[config.mk]
export PLATFORM = sky130hd
export DESIGN_NAME = inst_fetch_bridge
export DESIGN_NICKNAME = d
export VERILOG_FILES = /design/src/rtl/inst_fetch_bridge.sv
export SDC_FILE = /design/constraint.sdc
export NUM_CORES = 1
export LEC_CHECK = 0
export CAP_MARGIN = 20
export CORE_MARGIN = 1
export CORE_UTILIZATION = 37
export DETAILED_ROUTE_END_ITERATION = 16
export GPL_TIMING_DRIVEN = 0
export PLACE_DENSITY = 0.6
export SYNTH_ARGS = -nofsm -noshare
export SYNTH_HDL_FRONTEND = slang
export SYNTH_SLANG_ARGS = --single-unit
[constraint.sdc]
create_clock -name clk -period 2.92 [get_ports clk]
set_clock_uncertainty 0.05 [all_clocks]
set_input_delay 0.292 -clock clk [delete_from_list [all_inputs] [get_ports clk]]
set_output_delay 0.292 -clock clk [all_outputs]
set_load 0.02 [all_outputs]
[src/rtl/inst_fetch_bridge.sv]
// Instruction-fetch bridge: serves hits from a tag buffer, fetches misses over a handshaked bus.
// Define INST_FETCH_CACHE_EN for a LINES-entry direct-mapped buffer; default is a single entry.
module inst_fetch_bridge #(
   parameter int LINES   = 4,
   parameter int TIMEOUT = 64
) (
   input  logic        clk,
   input  logic        rst,
   input  logic        cpu_ce_i,
   input  logic [31:0] cpu_addr_i,
   input  logic        flush_i,
   output logic [31:0] cpu_inst_o,
   output logic        stallreq_o,
   output logic        err_o,
   output logic        bus_req_o,
   output logic [31:0] bus_addr_o,
   input  logic        bus_gnt_i,
   input  logic        bus_rvalid_i,
   input  logic [31:0] bus_rdata_i
);

`ifdef INST_FETCH_CACHE_EN
   localparam int NLINES = LINES;
`else
   localparam int NLINES = 1;
`endif
   localparam int IW = (NLINES > 1) ? $clog2(NLINES) : 1;
   localparam int CW = $clog2(TIMEOUT);

   typedef enum logic [1:0] {IDLE, REQ, WAIT, RESP_ERR} state_e;

   state_e            state_q, state_d;
   logic [NLINES-1:0] valid_q;
   logic [29:0]       tag_q  [NLINES];
   logic [31:0]       data_q [NLINES];
   logic [31:0]       busAddr_q;
   logic [CW-1:0]     cnt_q;
   logic              drop_q;

   logic [IW-1:0] cpuIdx;
   logic [IW-1:0] fillIdx;
   logic          hit;
   logic          respErrMatch;
   logic          fillEn;
   logic          timeoutHit;
   logic          unusedBits;

`ifdef INST_FETCH_CACHE_EN
   assign cpuIdx     = cpu_addr_i[IW+1:2];
   assign fillIdx    = busAddr_q[IW+1:2];
   assign unusedBits = ^cpu_addr_i[1:0];
`else
   assign cpuIdx     = '0;
   assign fillIdx    = '0;
   assign unusedBits = (^cpu_addr_i[1:0]) ^ (LINES == 0);
`endif

   assign hit          = cpu_ce_i && valid_q[cpuIdx] && (tag_q[cpuIdx] == cpu_addr_i[31:2]);
   assign respErrMatch = (state_q == RESP_ERR) && cpu_ce_i && (cpu_addr_i[31:2] == busAddr_q[31:2]);
   assign timeoutHit   = (cnt_q == CW'(TIMEOUT - 1));
   // A flush, either pending from earlier in the transaction or in this very cycle, blocks the fill
   assign fillEn       = (state_q == WAIT) && bus_rvalid_i && !drop_q && !flush_i;
   assign bus_addr_o   = busAddr_q;

   always_ff @(posedge clk or negedge rst) begin
      if (!rst) begin
         state_q <= IDLE;
      end else begin
         state_q <= state_d;
      end
   end

   always_comb begin
      state_d = state_q;
      case (state_q)
         IDLE:     if (cpu_ce_i && !hit) state_d = REQ;
         REQ:      if (bus_gnt_i) state_d = WAIT;
         WAIT: begin
            if (bus_rvalid_i) begin
               state_d = IDLE;
            end else if (timeoutHit) begin
               state_d = RESP_ERR;
            end
         end
         RESP_ERR: state_d = IDLE;
         default:  state_d = IDLE;
      endcase
   end

   always_comb begin
      cpu_inst_o = '0;
      stallreq_o = 1'b0;
      err_o      = 1'b0;
      bus_req_o  = 1'b0;
      if (rst) begin
         err_o     = (state_q == RESP_ERR);
         bus_req_o = (state_q == REQ);
         if (respErrMatch) begin
            cpu_inst_o = '0;
         end else if (hit) begin
            cpu_inst_o = data_q[cpuIdx];
         end else if (cpu_ce_i) begin
            stallreq_o = 1'b1;
         end
      end
   end

   always_ff @(posedge clk or negedge rst) begin
      if (!rst) begin
         valid_q   <= '0;
         busAddr_q <= '0;
         cnt_q     <= '0;
         drop_q    <= 1'b0;
         for (int i = 0; i < NLINES; i++) begin
            tag_q[i]  <= '0;
            data_q[i] <= '0;
         end
      end else begin
         if ((state_q == IDLE) && (state_d == REQ)) begin
            busAddr_q <= {cpu_addr_i[31:2], 2'b00};
            drop_q    <= 1'b0;
         end else if (flush_i && ((state_q == REQ) || (state_q == WAIT))) begin
            drop_q <= 1'b1;
         end
         if (state_q == REQ) begin
            cnt_q <= '0;
         end else if (state_q == WAIT) begin
            cnt_q <= cnt_q + CW'(1);
         end
         if (fillEn) begin
            tag_q[fillIdx]  <= busAddr_q[31:2];
            data_q[fillIdx] <= bus_rdata_i;
         end
         if (flush_i) begin
            valid_q <= '0;
         end else if (fillEn) begin
            valid_q[fillIdx] <= 1'b1;
         end
      end
   end

endmodule

# ---- Yosys cells after proc, flatten, opt, wreduce, memory -nomap -nowiden
# Index checks and enable logic that the tools add are counted.
dict set report op_classes {
  bitwise_logic 0
  eq_ne 7
  reduce_logical 18
  mul 0
  addsub 1
  n_mux 20
  magnitude_cmp 0
  n_shift 0
  n_div 0
}
# op n
set op_table {}
lappend op_table {{$mux 32} 3}
lappend op_table {{$eq 30x30->1} 2}
lappend op_table {{$mux 6} 2}
lappend op_table {{$logic_and 1x1->1} 10}
lappend op_table {{$mux 1} 10}
lappend op_table {{$mux 2} 4}
lappend op_table {{$pmux 2 s4} 1}
lappend op_table {{$add 6x1->6 const B} 1}
lappend op_table {{$eq 6x6->1 const B} 1}
lappend op_table {{$reduce_bool 2->1} 3}
lappend op_table {{$eq 2x1->1 const B} 2}
lappend op_table {{$eq 2x2->1 const B} 2}
lappend op_table {{$logic_not 1->1} 3}
lappend op_table {{$logic_not 2->1} 1}
lappend op_table {{$logic_or 1x1->1} 1}
dict set report word_totals {
  in_bits 70
  ram_bits 0
  romBits 0
  ff_bits 102
  memories 0
  output_inout_bits 67
  latchBits 0
  word_cells 53
}

# ---- Logic depth before layout (Yosys ltp)
# Gate-level depths: netlist (run 1).
dict set report logic_depth {
  depth_word 9
  ltp_mapped 8
  depth_no_buf 6
}

# ---- Worst setup path before layout (run 1)
# Ideal clock, no wire load.
dict set report synth_path {
  kind {in2out}
  from {input port cpu_addr_i[24]}
  to {output port cpu_inst_o[10]}
  path_slack_ps 358
  path_buffers 2
  arrival_ps 2220
  required_ps 2578
  cell_stages 7
  path_cell_list {clkbuf_1 xor2_1 or4_1 nor4_1 nand4_1 clkbuf_1 nor3_1}
}
dict set report synth_between {
  elab_chain_cells 5
  word_cells_on_any_way 7
  classes_between {eq/ne (2); mux (3); reduce/logical (2)}
}
# item line_no
set synth_rtl {}
lappend synth_rtl {{start, declared} 10} ;# input logic [31:0] cpu_addr_i,
lappend synth_rtl {{$eq 30x30->1} 58} ;# assign hit = cpu_ce_i && valid_q[cpuIdx] && (tag_q[cpuIdx] == cpu_addr_i[31:2]);
lappend synth_rtl {{$logic_and 1x1->1} 58}
lappend synth_rtl {{$mux 32} 100} ;# end else if (hit) begin
lappend synth_rtl {{$mux 32 *} 98} ;# if (respErrMatch) begin
lappend synth_rtl {{$mux 32 *} 95} ;# if (rst) begin
lappend synth_rtl {{end, declared} 12} ;# output logic [31:0] cpu_inst_o,
# Mark *: on every way between the ends. The rest lies on a longest branch, timed or not.

# ---- Worst setup path in the final report (run 1)
dict set report layout_path {
  from {register tag_q[22] in the netlist's numbering}
  to {output port cpu_inst_o[20]}
}
dict set report layout_between {
  elab_chain_cells 5
}
# item line_no
set layout_rtl {}
lappend layout_rtl {{start, declared} 34} ;# logic [29:0] tag_q [NLINES];
lappend layout_rtl {{start signal, assigned by index} 131} ;# tag_q[fillIdx] <= busAddr_q[31:2];
lappend layout_rtl {{$eq 30x30->1} 58}
lappend layout_rtl {{$logic_and 1x1->1} 58}
lappend layout_rtl {{$mux 32} 100}
lappend layout_rtl {{$mux 32} 98}
lappend layout_rtl {{$mux 32} 95}
# No other way between the ends.

==> results.txt, run 1 <==
The number of antenna violations at the first check in global routing came out at 0. In this run, CTS created clock tree buffers numbering 9. The number of cells on the worst reg-to-reg path is 6. The core area came out at 16000 sq um.

The worst setup path is launched from a flip-flop. At the end of the flow, the number of nets in the layout was 876. The startpoint identified for the worst register-to-register timing path is tag_q[8]$_DFFE_PN0P_. The initial core utilization came out at 38.10%. The checks that failed: setup timing.

The detailed router put a total of 8.621 mm of wire on met1. The final critical-path share of the clock period is 100.4%. The number of nets with antenna violations after routing came out at 0. The top-level I/O count is 137. The routed design uses 9.584 mm of met2 wire. The detailed router finished its first iteration with 421 violations.

Entering global routing, the biggest net connects 60 pins. The final hold slack is 0.2703 ns. The most frequent standard cell in the layout excluding fill and tap cells is sky130_fd_sc_hd__dfrtp_1. Power spread over the standard cell area amounts to 954.1 nW/um^2. The register area is 2552 sq um. The count of fill cells added during filler insertion is 1458. The tightest slew margin relative to the limit is 49.56%. The wire length on met3 is 1.398 mm. The post-detailed-route via-to-cell ratio came out at 5.720.

After global routing the overflow that remains totals 0. The share of final-layout standard cells stronger than drive strength 1 is 17.39%. Before CTS, the worst setup slack after placement is -0.9925 ns.

The tool flagged a number of max-cap violations equal to 0. The die covers 16990 sq um. Before antenna repair, the detailed router went through 5 iterations.

Setup slack on the worst reg-to-reg path comes out at 0.25 ns. The worst min-delay path category is in2reg. The final critical-path setup slack is -0.01043 ns.

The final layout contains routed wiring with a total length of 20.21 mm. The critical path's largest stage delay is 0.55 ns. The leakage dissipation came out at 3.314 nW.

The number of buffer and inverter stages on the critical path is 3. The tree is rooted in a sky130_fd_sc_hd__clkbuf_16. The routed layout has 5840 vias. The first-pass GRT wire length came out at 31.12 mm. The type of the worst setup path is reg2out. The endpoint required time on the critical path is 2.58 ns.

Synthesis handed over a netlist of 653 instances. The slowest cell on the critical path is sky130_fd_sc_hd__or4_1. The number of hold-slack violations in the final timing report is 0. The area used by multi-input combinational logic is 3388 sq um.

At the end of the flow the core is filled with cells to 51.88%. Detailed placement ended at an HPWL of 14.50 mm. The type of element capturing the critical path is a primary output. The number of global-route vias before repair came out at 5745. The post-route total power is 0.007920 W. The worst hold path terminates at bus_addr_o[26]$_DFFE_PN0P_. The critical register-to-register path endpoint is bus_addr_o[9]$_DFFE_PN0P_. The warning count from the yosys run came out at 0. The number of failing setup endpoints in the final timing report is 5. 0 antenna diodes ended up in the layout. The number of max-slew violations in the final report is 0. The number of H-tree branching levels is 3. The number of flops mapped to enable cells by yosys came out at 0. The fraction of synthesis flops using an asynchronous set or reset pin is 100.0%.

The most instantiated flip-flop cell in the synthesis netlist is sky130_fd_sc_hd__dfrtp_1. The clock passes through at most 2 buffers. The maximum fanout along the worst path is 10. Sequential elements use 41.87% of the synthesized area.

Measured along the x axis, the die boundary spans 130.4 um. At the end of routability-driven placement, the weighted congestion stood at 0.9251. The flow ran to the end, but the final reports show violations. The worst-case IR drop observed on VDD is 0.4887 mV.

From synthesis to final layout, the design area changed by 36.17%. The library cells used most frequently in the layout, excluding fill and tap cells, are sky130_fd_sc_hd__dfrtp_1, sky130_fd_sc_hd__clkdlybuf4s50_1, sky130_fd_sc_hd__xor2_1, sky130_fd_sc_hd__nand2_1, sky130_fd_sc_hd__clkbuf_1. Traced cell by cell, the critical path runs through xor2_1 > or4_1 > nor4_2 > nand4_1 > buf_6 > buf_12 > nor3_2 > buf_4. Along the worst hold path, the cell count comes to 3. TritonCTS built the clock tree. Counting distinct cell types in the post-synthesis netlist gives 39. After detailed placement, the total cell area comes to 7686 sq um. The height of the chip came out at 130.4 um. The number of placement rows came out at 46.

The maximum clock rate is 0.3412 GHz. The detailed router used layers up to and including met4. The number of buffers inserted by port buffering came out at 129. After layout, the minimum clock period comes to 2.930 ns. The clock transition at the registers of the reported paths came out at 0.07 ns. Grouping stages by cell kind, the critical path spends the most delay in simple AND/OR/NAND/NOR gates.

Clock tree synthesis found a total of 102 sinks. The arrival time of data at the critical path endpoint is 2.59 ns. The mean post-synth cell area is 9.335 sq um. In the routed design, unresolved DRC markers number 0. The synthesized netlist occupies a cell area of 6096 sq um. The number of synthesized register bits came out at 102.

Once layout is done, the placed cells without fillers occupy 8300 sq um. The startpoint of the lowest-slack hold path is cpu_addr_i[26]. The overall track demand over capacity in global routing came out at 24.15%. Setup repair after global routing could not meet its margin everywhere. The post-detailed-route wirelength per cell came out at 19.80 um. The slew of the pin with the lowest slew margin is 0.7565 ns. The clock latency at the later pin of the worst-skew pair is 0.36 ns.
-- Yosys cell counts, types with 2 or more instances --
| cell type | n | area, sq um |
|---|---|---|
| sky130_fd_sc_hd__nand4_1 | 39 | 244.0 |
| sky130_fd_sc_hd__buf_6 | 3 | 33.78 |
| sky130_fd_sc_hd__buf_4 | 3 | 22.52 |
| sky130_fd_sc_hd__xor2_1 | 44 | 385.4 |
| sky130_fd_sc_hd__or4_1 | 6 | 45.04 |
| sky130_fd_sc_hd__mux2_2 | 30 | 337.8 |
| sky130_fd_sc_hd__buf_2 | 2 | 10.01 |
| sky130_fd_sc_hd__nand3_1 | 31 | 155.2 |
| sky130_fd_sc_hd__nor4_1 | 13 | 81.33 |
| sky130_fd_sc_hd__ha_1 | 5 | 62.56 |
| sky130_fd_sc_hd__xnor2_1 | 18 | 157.7 |
| sky130_fd_sc_hd__o21ai_0 | 39 | 195.2 |
| sky130_fd_sc_hd__nor3b_1 | 30 | 225.2 |
| sky130_fd_sc_hd__and2_1 | 2 | 12.51 |
| sky130_fd_sc_hd__and3_1 | 4 | 25.02 |
| sky130_fd_sc_hd__a311oi_1 | 32 | 280.3 |
| sky130_fd_sc_hd__a22o_1 | 3 | 26.28 |
| sky130_fd_sc_hd__clkbuf_1 | 49 | 183.9 |
| sky130_fd_sc_hd__nor2_1 | 6 | 22.52 |
| sky130_fd_sc_hd__o2111ai_1 | 30 | 262.8 |
| sky130_fd_sc_hd__nor3_1 | 35 | 175.2 |
| sky130_fd_sc_hd__inv_1 | 37 | 138.9 |
| sky130_fd_sc_hd__nand2_1 | 43 | 161.4 |
| sky130_fd_sc_hd__clkbuf_2 | 3 | 15.01 |
| sky130_fd_sc_hd__nor2b_1 | 31 | 193.9 |
| sky130_fd_sc_hd__dfrtp_1 | 102 | 2552 |
-- sequential cells by signal, indices dropped and copies added (netlist names) --
signal and flops:
valid_q 1, data_q 32, drop_q 1, tag_q 30
state_q 2, cnt_q 6, bus_addr_o 30
-- tightest hold or removal path: cells and delay by family --
kind            cells  cell delay (ns)
compound gates      1             0.11
buf+inv             1             0.17
simple gates        1             0.07
-- kinds of logic (layout without fill, tap and decap cells) --
| group | after synthesis | in the layout | synth area share, % |
|---|---|---|---|
| flops | 102 | 102 | 41.87 |
| other cells | 1 | 2 | 0.06152 |
| simple gates | 243 | 243 | 22.37 |
| fa+ha+maj | 5 | 5 | 1.026 |
| xor+xnor | 62 | 62 | 8.908 |
| buf+inv | 98 | 249 | 6.691 |
| mux | 31 | 31 | 5.706 |
| compound gates | 111 | 111 | 13.36 |
-- repair_timing --
item | in CTS | in global routing
hold endpoints to repair | 46 | 0
gates resized for setup | 203 | 75
hold buffers | 2 | 0
endpoints found under the setup margin | 33 | 33
setup buffers | 3 | 2
cloned | 0 | 0
pin swaps | 6 | 8
-- through the flow --
| stage | cells | setup TNS, ns |
|---|---|---|
| floorplan | 654 | 0 |
| global placement | 999 | -403.66 |
| detailed placement | 1000 | -30.82 |
| CTS | 1020 | 0 |
| global route | 1021 | -2.320 |
| finish | 1021 | -0.02364 |
-- layer usage --
layer / track usage, % / vias up
li1: - / 2680
met3: 3.444 / 35
met1: 31.13 / 2849
met4: 12.37 / 0
met5: 0 / -
met2: 39.55 / 276
-- how the worst max path moves through the flow --
stage                                from        endpoint  cells past startpoint
finish              tag_q[22]$_DFFE_PN0P_  cpu_inst_o[20]                      8
global route        tag_q[22]$_DFFE_PN0P_  cpu_inst_o[20]                      8
CTS                 tag_q[20]$_DFFE_PN0P_  cpu_inst_o[21]                      8
detailed placement         cpu_addr_i[22]  cpu_inst_o[18]                      8
global placement                      rst  cpu_inst_o[18]                      5
floorplan                  cpu_addr_i[24]  cpu_inst_o[10]                      7
-- layout make-up --
type	instances	area share, %
multi-input cells	454	40.82
flip-flops and latches	102	30.75
repair buffers	137	15.98
plain buffers	60	3.753
well taps	216	3.256
clock buffers	9	2.713
inverters	37	1.673
clock inverters	6	1.055
-- report_power, final --
group	leakage, nW	switching (W)	internal, W
sequential	1.23	0.000601	0.00208
combinational	1.94	0.00230	0.00165
clock	0.144	0.000547	0.000745
total	3.31	0.00345	0.00447
Note: power is estimated with default switching activity, not from simulation.
==> run 2: changes to the inputs <==
--- a/config.mk
+++ b/config.mk
@@ -14,3 +14,4 @@
 export SYNTH_ARGS = -nofsm -noshare
 export SYNTH_HDL_FRONTEND = slang
 export SYNTH_SLANG_ARGS = --single-unit
+export TNS_END_PERCENT = 5
==> run 2 against run 1 <==
  * The run still ends with setup timing left
  * Cell count decreased by 0.20%
  * Non-clock buffer count shrank 2
  * Sequential cell count did not move
  * Power down 0.77%
  * Combinational power down 2%
  * Maximum frequency about the same
  * Core utilization fell by 1.4 points
  * Die area stayed put
  * Critical path type unchanged
  * Largest cell class unchanged
==> results.txt, run 2 (same netlist as run 1, synthesis figures left out) <==
The length in cells of the worst reg-to-reg path is 6 (unchanged). The number of nets with antenna violations after routing is 0 (unchanged). The critical path's largest stage delay is 0.56 ns (was 0.55 ns).

The register-to-register setup slack is 0.30 ns (was 0.25 ns). The post-layout net count was 874 (was 876). The first-pass GRT wire length came out at 31.07 mm (was 31.12 mm). The post-layout instance count excluding filler cells came to 1019 (was 1021). The share of final-layout standard cells stronger than drive strength 1 came out at 14.82% (was 17.39%). The most frequent standard cell in the layout excluding fill and tap cells is sky130_fd_sc_hd__dfrtp_1 (unchanged). The post-detailed-route wirelength per cell is 19.64 um (was 19.80 um).

The detailed placement HPWL is 14.50 mm (unchanged). The element type at the critical path start is a flip-flop (unchanged). The final critical-path setup slack came out at -0.01040 ns (was -0.01043 ns). The number of flip-flops under the largest register name came out at 32 (unchanged). The total DRC errors in the routed layout is 0 (unchanged).

The startpoint of the most critical register-to-register path is tag_q[12]$_DFFE_PN0P_ (was tag_q[8]$_DFFE_PN0P_). The tightest slew margin relative to the limit came out at 49.12% (was 49.56%). The TritonCTS sink count came out at 102 (unchanged).

The worst setup slack after placement is -0.9925 ns (unchanged). The final routed wirelength across all metal layers came out at 20.01 mm (was 20.21 mm). The maximum number of pins on one net before global-route repair is 60 (unchanged). The initial core utilization came out at 38.10% (unchanged).

The highest-utilization routing layer at the global route stage was met2 (unchanged). The type of the worst setup path is reg2out (unchanged). The TritonCTS clock tree is built (unchanged). The critical register-to-register path endpoint is bus_addr_o[9]$_DFFE_PN0P_ (unchanged). The height of the chip is 130.4 um (unchanged).

The die span in x came out at 130.4 um (unchanged). The number of buffers on the longest clock path came to 2 (unchanged). The clock tree root driver cell was sky130_fd_sc_hd__clkbuf_16 (unchanged). Worst-path cell chain: xor2_1 > or4_1 > nor4_2 > nand4_1 > buf_6 > clkbuf_4 > nor3_1 > buf_4 (was xor2_1 > or4_1 > nor4_2 > nand4_1 > buf_6 > buf_12 > nor3_2 > buf_4). The final critical-path share of the clock period is 100.4% (about the same). The register ranked first by flip-flop count is data_q (unchanged). The leakage dissipation came out at 3.239 nW (was 3.314 nW). The number of placement rows came out at 46 (unchanged). The global routing met3 resource utilization is 3.526% (was 3.444%). The startpoint of the lowest-slack hold path is cpu_addr_i[26] (unchanged).

The number of hold-slack violations in the final timing report is 0 (unchanged). The number of global-route vias before repair is 5731 (was 5745). The final critical path time including I/O delays and setup is 2.930 ns (about the same). The routed via count came out at 5794 (was 5840). The met1 layer usage reported by global route is 31.01% (was 31.13%).

The worst hold endpoint is bus_addr_o[26]$_DFFE_PN0P_ (unchanged). The number of violations of the max-capacitance limit was 0 (unchanged). The number of cells on the worst hold path is 3 (unchanged). The slew of the pin with the lowest slew margin came out at 0.7632 ns (was 0.7565 ns).

The met2 layer usage reported by global route is 39.39% (was 39.55%). The number of diodes is 0 (unchanged). Unrepaired setup endpoints after global routing: true (unchanged). The die footprint is 16990 sq um (unchanged).

The type of element capturing the critical path is a primary output (unchanged). The clock buffer count from CTS came to 9 (unchanged). The post-detailed-route via-to-cell ratio came out at 5.686 (was 5.720). The number of H-tree branching levels came to 3 (unchanged).

The final sum of negative setup slack is -0.02723 ns (was -0.02364 ns). The arrival time of data at the critical path endpoint is 2.59 ns (about the same). The final global-route overflow total came out at 0 (unchanged). The power per standard cell area is 973.8 nW/um^2 (was 954.1 nW/um^2). Commonest cells after routing, fill and taps aside: sky130_fd_sc_hd__dfrtp_1, sky130_fd_sc_hd__clkdlybuf4s50_1, sky130_fd_sc_hd__xor2_1 (was sky130_fd_sc_hd__dfrtp_1, sky130_fd_sc_hd__clkdlybuf4s50_1, sky130_fd_sc_hd__xor2_1, sky130_fd_sc_hd__nand2_1, sky130_fd_sc_hd__clkbuf_1).

The count of fill cells added during filler insertion is 1500 (was 1458). The total placed instance area came to 7686 sq um (unchanged). The clock transition at the registers of the reported paths came to 0.07 ns (about the same). The signed area change from the synthesized netlist to the final layout came out at 32.39% (was 36.17%). Outcome: finished with violations (unchanged). The overall track demand over capacity in global routing came out at 24.06% (was 24.15%). The endpoint required time on the critical path came out at 2.58 ns (about the same). The number of buffers inserted by port buffering was 129 (unchanged).

The cell count after placement came to 1000 (unchanged). The slowest cell on the critical path is sky130_fd_sc_hd__or4_1 (unchanged). The number of DRC violations after detailed-routing iteration 0 was 329 (was 421).

The core area is 16000 sq um (unchanged). The worst min-delay path category is in2reg (unchanged). The maximum fanout along the worst path is 10 (unchanged). The number of antenna violations at the first check in global routing is 0 (unchanged). The top-level I/O count came out at 137 (unchanged). The clock latency at the later pin of the worst-skew pair came out at 0.36 ns (about the same). The highest ir drop seen on vdd was 0.4897 mV (was 0.4887 mV). Violated checks: setup timing (unchanged). The maximum clock rate is 0.3413 GHz (was 0.3412 GHz). The number of detailed-route iterations in the first pass is 5 (unchanged). The cell area after layout came out at 8070 sq um (was 8300 sq um). The routability-driven placement congestion ratio came out at 0.9251 (unchanged). The number of max-slew violations in the final report came out at 0 (unchanged).

The number of failing setup endpoints in the final timing report is 4 (was 5).
## run 2: changes by cell type in the layout (fill, tap and decap cells not counted), moves of 2 or more
cell,before,now
sky130_fd_sc_hd__or4_4,2,0
sky130_fd_sc_hd__nor3_2,20,14
sky130_fd_sc_hd__clkbuf_4,0,3
sky130_fd_sc_hd__clkbuf_2,5,7
sky130_fd_sc_hd__buf_2,4,10
sky130_fd_sc_hd__buf_6,15,4
sky130_fd_sc_hd__or4_1,4,6
sky130_fd_sc_hd__buf_4,31,28
sky130_fd_sc_hd__nor3_1,7,21
sky130_fd_sc_hd__nor3_4,8,0
## run 2: layer usage
metal  wire, um  part of all wire [%]
met1       8781                    44
met2       9400                    47
met3       1271                   6.4
met4        558                   2.8
met5          0                     0
## run 2: per-stage QoR
stage	utilization, %	hold WS, ns	power (W)
2_1_floorplan	-	-0.05359	0.005002
3_3_place_gp	47.88	0.4420	0.006386
3_5_place_dp	48.04	0.3162	0.006501
4_1_cts	49.84	0.2513	0.007861
5_1_grt	50.44	0.3042	0.008361
6_report	50.44	0.2690	0.007859
## run 2: how the worst max path moves through the flow
| stage | startpoint | endpoint | slack, ns | depth (start not counted) |
|---|---|---|---|---|
| detailed placement | cpu_addr_i[22] | cpu_inst_o[18] | -0.99 | 8 |
| global route | tag_q[20]$_DFFE_PN0P_ | cpu_inst_o[23] | -0.14 | 8 |
| global placement | rst | cpu_inst_o[18] | -4.26 | 5 |
| floorplan | cpu_addr_i[24] | cpu_inst_o[10] | 0.36 | 7 |
| CTS | tag_q[12]$_DFFE_PN0P_ | stallreq_o | -0.04 | 7 |
| finish | tag_q[20]$_DFFE_PN0P_ | cpu_inst_o[22] | -0.01 | 8 |
## run 2: what timing repair did
action / 4_1_cts / 5_1_grt
setup endpoints to repair: 33 / 33
pin swaps: 4 / 1
gates resized for setup: 188 / 36
setup buffers: 2 / 0
endpoints found under the hold margin: 46 / 0
hold buffers: 2 / 0
## run 2: critical path, delay by kind of cell, from the launching register on
kind / cells / cell delay [ns]
XOR/XNOR: 1 / 0.20
buffers and inverters: 3 / 0.51
flip-flops: 1 / 0.39
AND/OR/NAND/NOR: 4 / 1.12
## run 2: final cells by class
type                            instances  area (sq um)  area share (%)
Multi-Input combinational cell        454          3247           40.23
Tap cell                              216         270.3           3.349
Clock inverter                          6         87.58           1.085
Inverter                               37         138.9           1.721
Sequential cell                       102          2552           31.63
Timing Repair Buffer                  134          1254           15.53
Buffer                                 61         295.3           3.659
Clock buffer                            9         225.2           2.791
## run 2: power breakdown
| group | internal [W] | switching, W | leakage (nW) |
|---|---|---|---|
| Sequential | 0.00208 | 0.000599 | 1.23 |
| Clock | 0.000745 | 0.000552 | 0.144 |
| Combinational | 0.00164 | 0.00224 | 1.87 |
| Total | 0.00446 | 0.00340 | 3.24 |
==> run 3: changes to the inputs <==
--- a/config.mk
+++ b/config.mk
@@ -5,10 +5,10 @@
 export SDC_FILE = /design/constraint.sdc
 export NUM_CORES = 1
 export LEC_CHECK = 0
-export CAP_MARGIN = 20
-export CORE_MARGIN = 1
+export CORE_MARGIN = 10
 export CORE_UTILIZATION = 37
 export DETAILED_ROUTE_END_ITERATION = 16
+export GPL_ROUTABILITY_DRIVEN = 0
 export GPL_TIMING_DRIVEN = 0
 export PLACE_DENSITY = 0.6
 export SYNTH_ARGS = -nofsm -noshare
==> run 3 against run 2 <==
  * The flow still finishes with violations (setup timing)
  * Worst setup slack got worse by 0.077 ns
  * Non-clock buffer count did not move
  * First-iteration DRC count rose by 58%
  * Core utilization rose by 0.43 points
  * Sequential power barely moved
  * Die area rose by 30%
  * Sequential share of layout area fell by 0.27 points
  * Hold slack improved by 0.0042 ns
  * Largest cell class unchanged
==> results.txt, run 3 (same netlist as run 1, synthesis figures left out) <==
The final sum of negative setup slack came to -0.6671 ns (was -0.02723 ns). The maximum clock rate came out at 0.3326 GHz (was 0.3413 GHz). The height of the chip is 148.4 um (was 130.4 um). The maximum fanout along the worst path came out at 10 (unchanged). In this design, the critical path's most frequently occurring cell is sky130_fd_sc_hd__buf_4.

The number of buffers on the longest clock path is 2 (unchanged). The overall track demand over capacity in global routing came to 19.01% (was 24.06%). The number of DRC violations after detailed-routing iteration 0 is 521 (was 329). The register ranked first by flip-flop count is data_q (unchanged). The number of hold-slack violations in the final timing report came out at 0 (unchanged).

The highest ir drop seen on vdd was 0.4165 mV (was 0.4897 mV). The register-to-register setup slack is 0.24 ns (was 0.30 ns). The final global-route overflow total is 0 (unchanged). The clock tree root driver cell is sky130_fd_sc_hd__clkbuf_16 (unchanged).

Commonest cells after routing, fill and taps aside: sky130_fd_sc_hd__dfrtp_1, sky130_fd_sc_hd__clkdlybuf4s50_1, sky130_fd_sc_hd__xor2_1 (unchanged). The post-layout instance count excluding filler cells came to 1020 (was 1019). The clock latency at the later pin of the worst-skew pair is 0.36 ns (about the same).

The routed via count is 5931 (was 5794). The element type at the critical path start is a flip-flop (unchanged). The maximum number of pins on one net before global-route repair came to 63 (was 60). The number of global-route vias before repair is 6051 (was 5731). The cell depth of the worst setup path came out at 8 (unchanged). The number of H-tree branching levels came to 3 (unchanged). The leakage dissipation was 3.253 nW (was 3.239 nW). The die footprint is 22010 sq um (was 16990 sq um). The post-detailed-route via-to-cell ratio is 5.815 (was 5.686). The startpoint of the most critical register-to-register path is tag_q[12]$_DFFE_PN0P_ (unchanged). Violated checks: setup timing (unchanged). The slew of the pin with the lowest slew margin came out at 0.7068 ns (was 0.7632 ns). The number of detailed-route iterations in the first pass is 5 (unchanged). The detailed placement HPWL is 15.58 mm (was 14.50 mm).

The final critical path time including I/O delays and setup was 3.007 ns (was 2.930 ns). The final routed wirelength across all metal layers is 21.49 mm (was 20.01 mm). The worst min-delay path category is in2reg (unchanged). The cell count after placement came out at 1000 (unchanged). The signed area change from the synthesized netlist to the final layout came out at 33.52% (was 32.39%). The core area is 16000 sq um (unchanged). The post-layout net count came out at 874 (unchanged).

The total DRC errors in the routed layout came out at 0 (unchanged). The top-level I/O count is 137 (unchanged). The number of buffer and inverter stages on the critical path is 3 (unchanged). The number of antenna violations at the first check in global routing came out at 0 (unchanged). The timing startpoint of the critical path is tag_q[22]$_DFFE_PN0P_ (was tag_q[20]$_DFFE_PN0P_).

The number of violations of the max-capacitance limit came to 0 (unchanged). The startpoint of the lowest-slack hold path is cpu_addr_i[26] (unchanged). The first-pass GRT wire length was 33.78 mm (was 31.07 mm). The tightest slew margin relative to the limit is 52.88% (was 49.12%).

The length in cells of the worst reg-to-reg path is 6 (unchanged). The TritonCTS sink count is 102 (unchanged). The initial core utilization is 38.10% (unchanged). The post-detailed-route wirelength per cell was 21.07 um (was 19.64 um). The die span in x came out at 148.4 um (was 130.4 um). The most frequent standard cell in the layout excluding fill and tap cells is sky130_fd_sc_hd__dfrtp_1 (unchanged). The number of max-slew violations in the final report came to 0 (unchanged).

The number of nets with antenna violations after routing came out at 0 (unchanged). The number of failing setup endpoints in the final timing report is 24 (was 4). The share of final-layout standard cells stronger than drive strength 1 came out at 16.54% (was 14.82%).

The critical path's largest stage delay came out at 0.56 ns (about the same). The clock transition at the registers of the reported paths came out at 0.07 ns (about the same). The number of flip-flops under the largest register name came out at 32 (unchanged). The slowest cell on the critical path was sky130_fd_sc_hd__or4_4 (was sky130_fd_sc_hd__or4_1).

The type of the worst setup path is reg2out (unchanged). The number of diodes is 0 (unchanged). The type of element capturing the critical path is a primary output (unchanged). The final critical-path share of the clock period is 103.0% (was 100.4%). The worst setup slack after placement came to -0.9787 ns (was -0.9925 ns). The number of buffers inserted by port buffering came to 129 (unchanged). Outcome: finished with violations (unchanged). Worst-path cell chain: xor2_1 > or4_4 > nor4_4 > nand4_1 > buf_6 > buf_4 > nor3_1 > buf_4 (was xor2_1 > or4_1 > nor4_2 > nand4_1 > buf_6 > clkbuf_4 > nor3_1 > buf_4).

The number of placement rows came to 46 (unchanged). The arrival time of data at the critical path endpoint came out at 2.67 ns (was 2.59 ns). The endpoint required time on the critical path was 2.58 ns (about the same). The clock buffer count from CTS is 9 (unchanged). The final critical-path setup slack came out at -0.08703 ns (was -0.01040 ns). The number of cells on the worst hold path came to 3 (unchanged). The power per standard cell area was 960.0 nW/um^2 (was 973.8 nW/um^2).

The TritonCTS clock tree is built (unchanged). Unrepaired setup endpoints after global routing: true (unchanged). The cell family contributing the most delay on the critical path was simple AND/OR/NAND/NOR gates (unchanged).
run 3: changes by cell type in the layout (fill, tap and decap cells not counted), moves of 2 or more:
cell and change:
sky130_fd_sc_hd__buf_2 -8, sky130_fd_sc_hd__buf_4 +10, sky130_fd_sc_hd__buf_6 +2, sky130_fd_sc_hd__bufinv_16 -2, sky130_fd_sc_hd__clkbuf_2 -2, sky130_fd_sc_hd__clkinv_4 +3
sky130_fd_sc_hd__clkinvlp_4 -2, sky130_fd_sc_hd__inv_6 +2, sky130_fd_sc_hd__nor3_1 -11, sky130_fd_sc_hd__nor3_2 +11
run 3: final timing paths:
kind | end
setup / recovery | cpu_inst_o[27]
hold / removal | bus_addr_o[26]$_DFFE_PN0P_
setup reg to reg | bus_addr_o[23]$_DFFE_PN0P_
hold reg to reg | cnt_q[0]$_DFFE_PN0N_
max in group asynchronous | tag_q[7]$_DFFE_PN0P_
min in group asynchronous | data_q[23]$_DFFE_PN0P_
run 3: repair_timing:
action,in CTS,in global routing
setup endpoints to repair,33,33
setup buffers,2,0
gates resized for setup,177,80
hold buffers,2,0
hold endpoints to repair,43,0
pin swaps,6,3
run 3: final cells by class:
class / count / area (sq um)
Fill cell: 1544 / 7861
Multi-Input combinational cell: 454 / 3321
Sequential cell: 102 / 2552
Timing Repair Buffer: 134 / 1274
Buffer: 61 / 301.5
Tap cell: 216 / 270.3
Clock buffer: 9 / 225.2
Inverter: 37 / 138.9
Clock inverter: 7 / 56.30
run 3: report_power, final:
group	switching [W]	internal (W)
Clock	0.000581	0.000588
Combinational	0.00232	0.00165
Sequential	0.000603	0.00208
Total	0.00350	0.00431
run 3: metrics by stage:
stage	util, %	power [W]	hold WS (ns)	cell area, sq um
CTS	49.37	0.007747	0.2601	7900
global placement	47.88	0.006408	0.4352	7661
finish	50.87	0.007813	0.2732	8139
detailed placement	48.04	0.006527	0.2903	7686
global route	50.87	0.008349	0.2980	8139
floorplan	-	0.005002	-0.05359	6100
run 3: worst reg2reg max path, cell delays in order (launching register included):
cell and delay (ns):
sky130_fd_sc_hd__dfrtp_1 0.39, sky130_fd_sc_hd__xor2_1 0.20, sky130_fd_sc_hd__or4_1 0.54, sky130_fd_sc_hd__nor4_1 0.61
sky130_fd_sc_hd__clkbuf_1 0.50, sky130_fd_sc_hd__nand4_1 0.22, sky130_fd_sc_hd__nand3_1 0.11
run 3: per-layer routing:
layer	GRT usage [%]	routed length, um	up-vias
met4	4.658	413	0
met1	24.18	9131	2858
met5	0	0	-
met2	30.95	10050	368
li1	-	-	2667
met3	5.613	1896	38
